==> src/rtl/fetch_unit.sv <==
// Fetch stage: owns the PC, issues word reads to a multi-cycle instruction memory and
// feeds the F/D register, with a one-entry skid buffer for decode stalls.
module fetch_unit #(
    parameter logic [15:0] RESET_PC   = 16'h0000,
    parameter logic [15:0] NOP_INSTR  = 16'h0000,
    parameter logic [3:0]  HLT_OPCODE = 4'hF
) (
    input  logic        clk,
    input  logic        rst,
    input  logic        stall,
    input  logic        flush,
    input  logic [15:0] branch_pc,
    output logic        imem_req,
    output logic [15:0] imem_addr,
    input  logic        imem_ready,
    input  logic [15:0] imem_data,
    output logic [15:0] instr_out,
    output logic [15:0] oldpc_out,
    output logic [15:0] newpc_out,
    output logic        valid_out,
    output logic        halted
);

    typedef enum logic [1:0] {RUN, DRAIN, HALT} state_t;

    state_t      state, state_next;
    logic [15:0] pc;
    logic [15:0] pc_plus2;
    logic [15:0] drain_addr;
    logic        buf_valid;
    logic [15:0] buf_instr, buf_oldpc, buf_newpc;
    logic        accept;

    assign pc_plus2 = pc + 16'd2;
    assign accept   = imem_req && imem_ready && (state == RUN);

    // NOTE: sync reset lives inside the clocked process; sequential state uses <= only.
    always_ff @(posedge clk) begin
        if (!rst) state <= RUN;
        else      state <= state_next;
    end

    // NOTE: every always_comb output gets a default first so no latch is inferred.
    always_comb begin
        state_next = state;
        if (flush) begin
            // A request still waiting on memory must be drained before a new address goes out.
            state_next = (imem_req && !imem_ready) ? DRAIN : RUN;
        end else begin
            case (state)
                RUN:     if (accept && imem_data[15:12] == HLT_OPCODE) state_next = HALT;
                DRAIN:   if (imem_ready) state_next = RUN;
                HALT:    state_next = HALT;
                default: state_next = RUN;
            endcase
        end
    end

    always_comb begin
        imem_req  = rst && (((state == RUN) && !buf_valid) || (state == DRAIN));
        imem_addr = (state == DRAIN) ? drain_addr : pc;
        halted    = (state == HALT);
    end

    always_ff @(posedge clk) begin
        if (!rst) begin
            pc        <= RESET_PC;
            buf_valid <= 1'b0;
            instr_out <= NOP_INSTR;
            oldpc_out <= 16'h0000;
            newpc_out <= 16'h0000;
            valid_out <= 1'b0;
        end else if (flush) begin
            pc        <= branch_pc & 16'hFFFE;
            buf_valid <= 1'b0;
            instr_out <= NOP_INSTR;
            valid_out <= 1'b0;
        end else if (accept) begin
            pc <= pc_plus2;
            if (!stall) begin
                instr_out <= imem_data;
                oldpc_out <= pc;
                newpc_out <= pc_plus2;
                valid_out <= 1'b1;
            end else begin
                buf_valid <= 1'b1;
            end
        end else if (!stall) begin
            if (buf_valid) begin
                instr_out <= buf_instr;
                oldpc_out <= buf_oldpc;
                newpc_out <= buf_newpc;
                valid_out <= 1'b1;
                buf_valid <= 1'b0;
            end else begin
                instr_out <= NOP_INSTR;
                valid_out <= 1'b0;
            end
        end
    end

    // NOTE: payload registers carry no reset; they are only ever read when qualified by buf_valid / DRAIN.
    always_ff @(posedge clk) begin
        if (accept && stall && !flush) begin
            buf_instr <= imem_data;
            buf_oldpc <= pc;
            buf_newpc <= pc_plus2;
        end
        if (flush && state == RUN) drain_addr <= pc;
    end

endmodule

==> config.mk <==
export PLATFORM = sky130hd
export DESIGN_NAME = fetch_unit
export DESIGN_NICKNAME = d
export VERILOG_FILES = /design/src/rtl/fetch_unit.sv
export SDC_FILE = /design/constraint.sdc
export NUM_CORES = 1
export LEC_CHECK = 0
export ABC_AREA = 1
export BUFFER_PORTS_ARGS = -buffer_cell sky130_fd_sc_hd__buf_2
export CORE_UTILIZATION = 40
export DETAILED_ROUTE_END_ITERATION = 10
export GPL_TIMING_DRIVEN = 1
export PLACE_DENSITY = 0.6
export SYNTH_ARGS = -nofsm -noshare
export SYNTH_HDL_FRONTEND = slang
export SYNTH_SLANG_ARGS = --single-unit
==> constraint.sdc <==
create_clock -name clk -period 12.4 [get_ports clk]
set_input_delay 3.72 -clock clk [delete_from_list [all_inputs] [get_ports clk]]
set_output_delay 3.72 -clock clk [all_outputs]
set_load 0.02 [all_outputs]
# [Word-level counts from Yosys, hierarchy flattened]
# Cells that the tools add are included.
[totals] regBits=132 out_inout_bits=67
[op_classes] add_sub_neg=1 n_eq_ne=7 muxes=27 bitwise=3 reduce_logical=20
[op_table] cell="$mux 16" count=15
[op_table] cell="$add 16x2->16 const B" count=1
[op_table] cell="$logic_and 1x1->1" count=9
[op_table] cell="$mux 1" count=8
[op_table] cell="$mux 2" count=3
[op_table] cell="$ne 3x3->1 const B" count=2
[op_table] cell="$pmux 2 s3" count=1
[op_table] cell="$eq 4x4->1 const B" count=1
[op_table] cell="$reduce_and 2->1" count=2
[op_table] cell="$reduce_bool 2->1" count=2
[op_table] cell="$logic_not 1->1" count=3
[op_table] cell="$not 1->1" count=3
[op_table] cell="$reduce_and 3->1" count=1
[op_table] cell="$eq 2x1->1 const B" count=1
[op_table] cell="$eq 2x2->1 const B" count=1
[op_table] cell="$logic_not 2->1" count=1
[op_table] cell="$ne 2x1->1 const B" count=1
[op_table] cell="$ne 2x2->1 const B" count=1
[op_table] cell="$reduce_or 2->1" count=1
[op_table] cell="$logic_or 1x1->1" count=1

# [Logic depth before layout (Yosys ltp)]
[logic_depth] word_depth=10 depth_mapped=10

# [Least setup slack after synthesis]
# Ideal clock, no wire load.
[synth_timing] path_kind="input port to output port" startpoint="input port rst" endpoint="output port imem_req" arrival_time_ns=4.386 path_slack_ns=4.294 path_stages=5 path_buffers=1 cell_sequence="buf_4 > inv_2 > a21oi_4 > inv_1 > nor2_1"
[synth_via] elab_chain_cells=1
[synth_rtl] item="from (decl)" line_no="9" text="input logic rst,"
[synth_rtl] item="$logic_and 1x1->1" line_no="60" text="imem_req = rst && (((state == RUN) && !buf_valid) || (state == DRAIN));"
[synth_rtl] item="to (decl)" line_no="13" text="output logic imem_req,"
# No other way between the ends.

# [Worst setup path in the final report]
# Ends and elaborated chain as after synthesis.

==> results.md <==
- # rows: 42
- First-pass GRT wire length: 21.7 mm
- PwrDens: 162 nW/um^2
- Largest net degree at the start of global routing: 62
- Gpl congestion: 0.786
- Antenna violation net count after detailed routing: 0
- Ant. Diodes: 0
- Largest cells by area after synthesis: edfxtp_1 (33%), dfxtp_1 (23%), nand2_1 (15%), inv_1 (5.5%), nor2_1 (5.5%)
- Pint: 0.000841 W
- Share of the synthesized area in the top cell type: 32.8%
- # port buffers: 99
- WP data required: 8.68 ns
- Critical Path Most Common Cell: buf_2
- Cells after Synth: 690
- Clk_lat worst skew: 0.41 ns
- H-tree Lvls: 4
- Final Core Density: 50.6%
- Period utilization: 71.8%
- FF-to-FF Start: buf_valid
- Worst hold stages: 2
- Async SR Flop Fraction: 0%
- Reg clk slew, reported paths: 0.06 ns
- DR iter-0 viols: 303
- Slew Viols, Final: 0
- Number of library cell types mapped by synthesis: 29
- CP bufs+invs: 4
- Filler instances: 1,319
- Final #Nets: 815
- Via-per-instance ratio: 4.92
- LEAKAGE: 3.24 nW
- Slew @ Worst Pin: 1.23 ns
- Drt drc: 0
- I/O Pins: 104
- Layout cells sized above 1: 18.3%
- Clock power frac: 49.0%
- Crit-path max cell delay: 0.67 ns
- Via Count: 4,745
- Synth warnings: 0
- Grt ovf: 0
- Initial antenna violation count: 0
- Die Wd: 120 microns
- FF-to-FF End: buf_oldpc[15]
- Critical path cell sequence: buf_2 > inv_2 > a21oi_4 > inv_1 > nor2_1 > buf_2
- Mux cell area share after synthesis: 0%
- Post-CTS sizing: 0
- Compound-Gate Fraction of Synth Area: 8.30%
- Max Fanout on Critical Path: 43
- Synthesis-to-layout area growth: 21.7%
- Sequential-to-total area share from yosys stat: 56.0%
- Switching power: 0.000265 W
- Hold EP: valid_out
- Final Cell Area: 6810 sq um
- Vias in the first global route: 4,427
- Total of max-cap violations: 0
- Logic pwr share: 8.9%
- WL/cell: 14.1 microns
- Peak VDD IR: 0.0871 mV
- Ys flop type: dfxtp_1
- Post-Synth Simple-Gate Area: 25.7%
- Slew HR: 17.7%
- Hold_buf cts: 0
- Final hold viol count: 0
- Core area: 13,500 sq um
- EDFF count, synth: 61
- Clk buf depth: 2
- Synth Area in XOR/XNOR: 0.470%
- GRT Total Usage: 19.5%
- Worst Slack Setup Final: 3.50 ns
- Beginning of the worst hold path: valid_out
- Die Span Y: 120 microns
- Final Skew: 0.00829 ns
- Root buffer selected by CTS: clkbuf_16
- Outcome: completed
- Minimum clock period: 8.90 ns
- Top delay family on crit path: buffers and inverters
- Clk sinks: 126
- Pre-Repair DR Iteration Count: 5
- Commonest non-fill, non-tap cell in the layout: nand2_1
- Worst Reg2Reg Path Length in Cells: 7
- CP arrival: 5.18 ns
- RSZ-0062 raised after global routing: no
- Setup Crit Path Kind: primary input to output pin
- Setup TNS: 0 ns
- Reg power frac: 42.1%
- Synth area leader: edfxtp_1
- F_max: 0.112 GHz
- Placement Setup Slack: 3.55 ns
- DP Wirelength: 8.78 mm
- CTS tree: yes
- Element type at the critical path start: primary input
- Final setup fails: 0
- CTS Buf Count: 17
- Largest family of logic cells by synthesized area: simple AND/OR/NAND/NOR gates
- Post-Synth Adder-Cell Area: 0.447%
- Starting Density: 41.6%
- R2R setup slack: 9.09 ns
- Most frequent cells in the layout: nand2_1 (227), buf_2 (99), inv_1 (82)
- Tightest hold margin: 0.475 ns
- CP Capture Type: output pin
- Switching portion of total power: 23.9%
- Die area: 14,500 sq um
- Placed Instance Area: 6160 sq um
- Syn Std Cell Area: 5590 sq um
- Worst hold path class: flip-flop to flip-flop
- Mean Syn Cell Area: 8.11 sq um
- Crit path max-delay cell type: buf_2
- Synthesized flop and latch total: 126
- Number of setup buffers added after CTS: 0
- Total Wirelength: 13.6 mm
==> synth_stat cells (3+ instances only) <==
cell,n
nand2_1,227
inv_1,82
nor2_1,82
dfxtp_1,65
edfxtp_1,61
o21ai_0,54
nand3_1,30
clkbuf_1,16
o211ai_1,15
nand4_1,11
buf_2,8
a21oi_1,5
buf_1,4
buf_4,4
buf_6,3
inv_2,3
xor2_1,3
==> how the worst max path moves through the flow <==
stage	slack [ns]	startpoint	end	cells after the start
final	3.50	rst	imem_req	6
after global routing	3.40	rst	imem_req	6
after CTS	3.51	rst	imem_req	6
after detailed placement	3.55	rst	imem_req	6
after global placement	3.52	rst	imem_req	6
after floorplan	4.29	rst	imem_req	5
==> registers in the layout, indices dropped and copies added, names as in the netlist <==
register and cells:
buf_newpc 15, state 2, pc 15, drain_addr 15
buf_instr 16, newpc_out 15, buf_oldpc 15, buf_valid 1
instr_out 16, valid_out 1, oldpc_out 15
==> stage by stage <==
stage | instances | power [W]
after floorplan | 692 | 0.000540
after CTS | 965 | 0.00111
after detailed placement | 933 | 0.000573
final | 965 | 0.00111
after global routing | 965 | 0.00115
after global placement | 933 | 0.000571
==> per-layer routing <==
layer	track usage (%)	share of wire, %	up-vias	wire length, microns
li1	-	-	2360	-
met1	25.3	45	2234	6110
met2	32.3	49	142	6690
met3	4.81	4.9	9	669
met4	5.48	0.80	0	108
met5	0	0	-	0
==> tightest hold or removal path: cells and delay by family (launching register included) <==
kind | cells | cell delay (ns)
AND/OR/NAND/NOR | 1 | 0.06
AO/OA/AOI/OAI | 1 | 0.06
flip-flops | 1 | 0.31
==> power groups by stage <==
| stage | Clock, W | Sequential, W | Combinational [W] |
|---|---|---|---|
| 6_report | 0.000541 | 0.000466 | 0.0000986 |
| 5_1_grt | 0.000568 | 0.000467 | 0.000110 |
| 4_1_cts | 0.000549 | 0.000466 | 0.0000996 |
| 3_5_place_dp | 0 | 0.000474 | 0.0000986 |
| 3_3_place_gp | 0 | 0.000473 | 0.0000974 |
| 2_1_floorplan | 0 | 0.000480 | 0.0000605 |
==> logic make-up after synthesis <==
family,count (synthesis)
XOR/XNOR,3
flip-flops,126
other,1
buffers and inverters,121
AND/OR/NAND/NOR,356
adder cells (fa/ha/maj),2
AO/OA/AOI/OAI,81
==> final cells by class <==
class / instances / area (sq um) / area share, %
flip-flops and latches: 126 / 3130 / 46.0
multi-input cells: 445 / 1980 / 29.0
inverters: 85 / 319 / 4.69
clock inverters: 14 / 219 / 3.22
repair buffers: 101 / 510 / 7.50
clock buffers: 18 / 429 / 6.30
well taps: 176 / 220 / 3.23
No activity file was read; power rests on OpenSTA's default activity.
